--- config.mk ---
export PLATFORM = sky130hd
export DESIGN_NAME = memaccess_sequencer
export DESIGN_NICKNAME = d
export VERILOG_FILES = /design/src/rtl/memaccess_sequencer.sv
export SDC_FILE = /design/constraint.sdc
export NUM_CORES = 1
export LEC_CHECK = 0
export CELL_PAD_IN_SITES_DETAIL_PLACEMENT = 1
export CELL_PAD_IN_SITES_GLOBAL_PLACEMENT = 1
export CORE_MARGIN = 10
export CORE_UTILIZATION = 34
export CTS_CLUSTER_DIAMETER = 80
export CTS_CLUSTER_SIZE = 20
export DETAILED_ROUTE_END_ITERATION = 8
export HOLD_SLACK_MARGIN = 0.02
export PLACE_DENSITY = 0.78
export SETUP_SLACK_MARGIN = 0.4
export SKIP_CTS_REPAIR_TIMING = 1
export SLEW_MARGIN = 20
export SYNTH_ARGS = -nofsm -noshare
export SYNTH_HDL_FRONTEND = slang
export SYNTH_SLANG_ARGS = --single-unit
--- constraint.sdc ---
create_clock -name CLK -period 1.6 [get_ports CLK]
set_clock_uncertainty 0.1 [all_clocks]
set_input_delay 0.32 -clock CLK [delete_from_list [all_inputs] [get_ports CLK]]
set_output_delay 0.32 -clock CLK [all_outputs]
set_load 0.01 [all_outputs]
--- src/rtl/memaccess_sequencer.sv ---
// Data-memory access sequencer: arbitrates the address bus between PC and
// TX, sequences OE/WE with wait states, and stalls fetch during data access.
module memaccess_sequencer #(
    parameter int READ_WAIT  = 1,
    parameter int WRITE_WAIT = 2
) (
    input  logic CLK,
    input  logic RST,
    input  logic REQ,
    input  logic REQ_WRITE,
    input  logic HALT,
    output logic PC_ASSERT_bar,
    output logic TX_ASSERT_ADDR_bar,
    output logic MEM_OE_bar,
    output logic MEM_WE_bar,
    output logic DATA_LOAD,
    output logic STALL,
    output logic BUSY,
    output logic DONE
);

    localparam logic [1:0] S_IDLE    = 2'd0;
    localparam logic [1:0] S_SETUP   = 2'd1;
    localparam logic [1:0] S_ACCESS  = 2'd2;
    localparam logic [1:0] S_RECOVER = 2'd3;

    localparam logic [3:0] RD_LOAD = 4'(READ_WAIT);
    localparam logic [3:0] WR_LOAD = 4'(WRITE_WAIT);

    logic [1:0] state;
    logic       dir;
    logic [3:0] cnt;

    // State, direction and wait counter; DIR latched only on acceptance.
    always_ff @(posedge CLK) begin
        if (RST) begin
            state <= S_IDLE;
            dir   <= 1'b0;
            cnt   <= 4'd0;
        end else begin
            case (state)
                S_IDLE: begin
                    if (REQ && !HALT) begin
                        dir   <= REQ_WRITE;
                        state <= S_SETUP;
                    end
                end
                S_SETUP: begin
                    cnt   <= dir ? WR_LOAD : RD_LOAD;
                    state <= S_ACCESS;
                end
                S_ACCESS: begin
                    if (cnt != 4'd0)
                        cnt <= cnt - 4'd1;
                    if (cnt <= 4'd1)
                        state <= S_RECOVER;
                end
                default: begin
                    state <= S_IDLE;
                end
            endcase
        end
    end

    // Moore output decode from state, direction and counter.
    always_comb begin
        PC_ASSERT_bar      = 1'b0;
        TX_ASSERT_ADDR_bar = 1'b1;
        MEM_OE_bar         = 1'b0;
        MEM_WE_bar         = 1'b1;
        DATA_LOAD          = 1'b0;
        STALL              = 1'b0;
        BUSY               = 1'b0;
        DONE               = 1'b0;
        case (state)
            S_SETUP: begin
                PC_ASSERT_bar      = 1'b1;
                TX_ASSERT_ADDR_bar = 1'b0;
                MEM_OE_bar         = dir;
                STALL              = 1'b1;
                BUSY               = 1'b1;
            end
            S_ACCESS: begin
                PC_ASSERT_bar      = 1'b1;
                TX_ASSERT_ADDR_bar = 1'b0;
                MEM_OE_bar         = dir;
                MEM_WE_bar         = ~dir;
                DATA_LOAD          = ~dir && (cnt == 4'd1);
                STALL              = 1'b1;
                BUSY               = 1'b1;
            end
            S_RECOVER: begin
                STALL = 1'b1;
                BUSY  = 1'b1;
                DONE  = 1'b1;
            end
            default: begin
            end
        endcase
    end

endmodule

# Word-level counts from Yosys, hierarchy flattened
# Index checks and enable logic that the tools add are counted.
# classes
addsub	1
n_eq_ne	7
magnitude_cmp	1
n_reduce_logical	11
mux	13
bitwise_logic	1
# ops
op	count
4-bit case mux with 2 select lines	1
1-bit 2-to-1 mux	7
2-bit 2-to-1 mux	3
2-bit inequality test (second input constant)	3
2-bit case mux with 3 select lines	1
2-bit AND reduction	3
2-bit equality test (second input constant)	2
4-bit by 1-bit equality test with 1-bit output (second input constant)	1
4-bit by 1-bit <= comparator with 1-bit output (second input constant)	1
4-bit 2-to-1 mux	1
4-bit nonzero test	1
4-bit by 1-bit subtractor with 4-bit output (second input constant)	1
3-bit OR reduction	1
2-bit by 1-bit equality test with 1-bit output (second input constant)	1
1-bit logical AND	2
2-bit logical NOT	1
2-bit nonzero test	1
2-bit OR reduction	1
1-bit logical NOT	1
1-bit inverter	1
# totals
reg_bits	7
output_inout_bits	8
elab_cells	37

# Longest topological paths before layout
# depth
depth_word	4
ltp_mapped	7

# Worst setup path after synthesis
# Ideal clock, no wire load.
# synth_path
path_kind	reg-to-reg
from	register state[0]
to	register state[0]
setup_time_ns	0.123
path_slack_ns	0.106
path_stages_with_launch	7
arrival_ns	1.271
period_less_slack_ns	1.494
n_path_buf	1
t_required_ns	1.377
path_cell_list	dfxtp_1 -> inv_1 -> ha_1 -> buf_4 -> nor2_1 -> nor3_1 -> mux2_1
# synth_between
elab_chain_cells	3
elab_cells_between_ends	7
# synth_rtl
item	line	rtl
from (decl)	30	logic [1:0] state;
from (signal assigned)	37	state <= S_IDLE;
from (signal assigned)	45	state <= S_SETUP;
from (signal assigned)	50	state <= S_ACCESS;
2-bit equality test or 2-bit logical NOT (tied branches)	41	case (state)
2-bit inequality test (no source line)	-	
2-bit AND reduction (no source line)	-	
# Several ways; a longest one is shown, not always the timed one.
# A chain may end at the register's enable or synchronous reset.

# Worst setup path in the final report
# layout_path
from	register state[1]
to	output port MEM_OE_bar
# layout_between
elab_chain_cells	3
elab_cells_between_ends	4
# layout_rtl
item	line	rtl
2-bit equality test or 2-bit by 1-bit equality test with 1-bit output (tied branches)	75	case (state)
2-bit OR reduction (no source line) (*)	-	
1-bit 2-to-1 mux (*)	75	
to (decl)	14	output logic MEM_OE_bar,
# Mark *: on every way between the ends. The rest lies on a longest branch, timed or not.

==> results by group <==
Run status
  – Outcome: finished, violations left
  – Failing checks: negative setup slack

Floorplan
  – Die Area: 0.00361 mm^2
  – Die width: 60.1 um
  – # rows: 14
  – Initial Utilization: 36.2%
  – # IOs: 13
  – Die height: 60.1 um
  – Core Region: 0.00151 mm^2

Job
  – Max cap viols: 0

Routing
  – Initial DRC Count: 2
  – Final WL: 2130 um
  – Routed wire per std cell: 18.8 um
  – Routed via count: 578
  – 1st-pass router iterations: 4
  – Post-route ant nets: 0
  – WL met3: 115 um
  – M1 WL: 763 um
  – Via/cell ratio: 5.12
  – DR WL met2: 1200 um
  – Drc violations: 0
  – Uppermost routed layer: met4

Final layout
  – N_diodes: 0
  – Layout Utilization: 67.8%
  – Layout cells sized above 1: 57.7%
  – Area Growth Syn to Fin: 87.2%
  – Nets@finish: 112
  – Fin area: 0.00102 mm^2
  – Layout Cells excl Fill: 113

Timing
  – WHS: 0.526 ns
  – Setup violations, final: 2
  – Max-slew violations: 0
  – RSZ-0062 raised after global routing: yes
  – Final period util: 101%
  – Worst slew margin: 81.4%
  – Min cycle time layout: 1.62 ns
  – Worst-Margin Slew: 0.277 ns
  – Achievable clock frequency: 0.616 GHz
  – Hold violation total from the final report: 0
  – Worst setup margin: -0.0233 ns

Critical path
  – Crit-path cells: inv_4 -> ha_4 -> and2_4 -> buf_6
  – CP top delay family: flip-flops
  – Crit start category: register
  – Worst path required time: 1.18 ns
  – Worst path max stage delay: 0.38 ns
  – R2R Path Start: state[1]
  – CP arrival: 1.20 ns
  – Nature of the critical path endpoint: output pin
  – Crit path max fanout: 4
  – Buffers plus inverters on the worst setup path: 2
  – Cell with the largest stage delay on the worst path: dfxtp_4
  – Critical Path Start: state[1]
  – Crit path kind: reg -> out

Yosys
  – Syn nets: 77
  – Syn_area_per_cell: 8.66 um^2
  – Synth Warn #: 0
  – Cell area after synthesis: 546 um^2
  – Post-synthesis register bit count: 7
  – Cells after synthesis: 63
  – Register area share after synthesis: 25.7%
  – Yosys cell types: 25

Placement
  – Cell area after placement: 837 um^2
  – Post-DP HPWL: 1350 um
  – Routability congestion estimate: 0.792
  – Placed instance count: 103
  – IO buf count: 12

CTS
  – Clock Latency Late Sink: 0.28 ns
  – # clock sinks: 7
  – Clock-pin slew on the worst setup and hold paths: 0.06 ns
  – Root Buffer: clkbuf_4
  – CTS Buffer Depth: 2
  – CTS tree: done
  – CTS buffer count: 3
  – Htree depth: 1

Power
  – Tot Pwr: 0.00177 W
  – Leak Pwr: 0.448 nW
  – Power Dens Cells: 1740 mW/mm^2
  – VDD IR-drop max: 0.911 mV

Global routing
  – GRT Util Overall: 10.1%
  – Global-route wire length before repair: 2730 um
  – Initial antenna violation count: 0
  – Vias in the first global route: 556
  – Total congestion overflow: 0
  – Pin count of the biggest net entering global routing: 10

Hold path
  – Hold Path Class: reg -> reg
  – Hold Startpoint: cnt[1]
worst reg2reg max path, cell delays in order (launching register included):
cell     delay [ns]
dfxtp_4        0.38
inv_4          0.05
buf_4          0.13
buf_6          0.12
ha_4           0.16
a22oi_2        0.23
mux2_4         0.32
placed cells by master, fill, tap and decap left out, drive strengths merged:
cell type,Yosys,layout
ha,9,9
a32oi,1,1
o21ai,3,3
and2,1,1
nand3b,1,1
mux2i,3,3
clkbuf,1,4
a21oi,3,3
inv,6,6
o22ai,1,1
dlymetal6s2s,0,1
and4b,1,1
mux2,1,1
nand2b,5,5
dfxtp,7,7
nor2b,2,2
a31oi,1,1
a22oi,1,1
buf,2,28
nand2,2,2
clkdlybuf4s50,0,4
nor3,2,2
nor2,8,8
nand3,1,1
nand4b,1,1
synthesized netlist by cell type:
master	instances	area, um^2
nor2b_1	2	12.5
a32oi_1	1	8.76
o21ai_1	2	10.0
a22oi_2	1	12.5
dfxtp_1	7	140
nor2_4	1	11.3
nor2_1	7	26.3
nor3_1	2	10.0
nand3b_1	1	7.51
buf_4	2	15.0
mux2_1	1	11.3
nand4b_1	1	8.76
a21oi_1	3	15.0
a31oi_2	1	12.5
and4b_1	1	10.0
clkbuf_1	1	3.75
nand3_1	1	5.00
o22ai_1	1	6.26
inv_1	6	22.5
nand2_1	2	7.51
and2_1	1	6.26
ha_1	9	113
mux2i_1	3	30.0
nand2b_1	5	31.3
o21ai_2	1	8.76
logic make-up (layout without fill, tap and decap cells):
kind of cell / count (synthesis) / count (layout) / share of synthesized area, %
buffers and inverters: 9 / 43 / 7.57
AO/OA/AOI/OAI: 10 / 10 / 13.5
multiplexers: 4 / 4 / 7.57
adder cells (fa/ha/maj): 9 / 9 / 20.6
flip-flops: 7 / 7 / 25.7
AND/OR/NAND/NOR: 24 / 24 / 25.0
flip-flops by register name (all words and copies together) (netlist names):
name,cells
dir,1
cnt,4
state,2
per-layer routing:
metal | up-vias | global-route usage [%]
met3 | 7 | 3.81
met5 | - | 0
met1 | 277 | 10.9
met4 | 0 | 3.85
li1 | 280 | -
met2 | 14 | 17.4
final cells by class:
cell class / instances / area [um^2]
inverters: 6 / 35.0
clock buffers: 4 / 26.3
multi-input cells: 47 / 490
repair buffers: 33 / 299
flip-flops and latches: 7 / 150
fillers: 163 / 485
well taps: 16 / 20.0
where the power goes:
| group | switching, W | internal [W] |
|---|---|---|
| logic | 0.000590 | 0.000711 |
| registers | 0.0000552 | 0.000230 |
| clock network | 0.0000884 | 0.0000966 |
| total | 0.000734 | 0.00104 |
stage by stage:
step | setup TNS, ns | setup slack (ns)
after global placement | -0.337 | -0.128
after CTS | -2.56 | -0.458
after detailed placement | -0.428 | -0.171
after floorplan | 0 | 0.265
after global routing | -0.241 | -0.0630
final | -0.0236 | -0.0233
final timing paths:
kind	to	slack (ns)	cells past startpoint
worst max register to register	state[0]	0	6
worst min register to register	cnt[1]	0.53	3
worst min-delay path	cnt[1]	0.53	3
worst max-delay path	MEM_OE_bar	-0.02	4
Power figures use the tool's default switching activity.
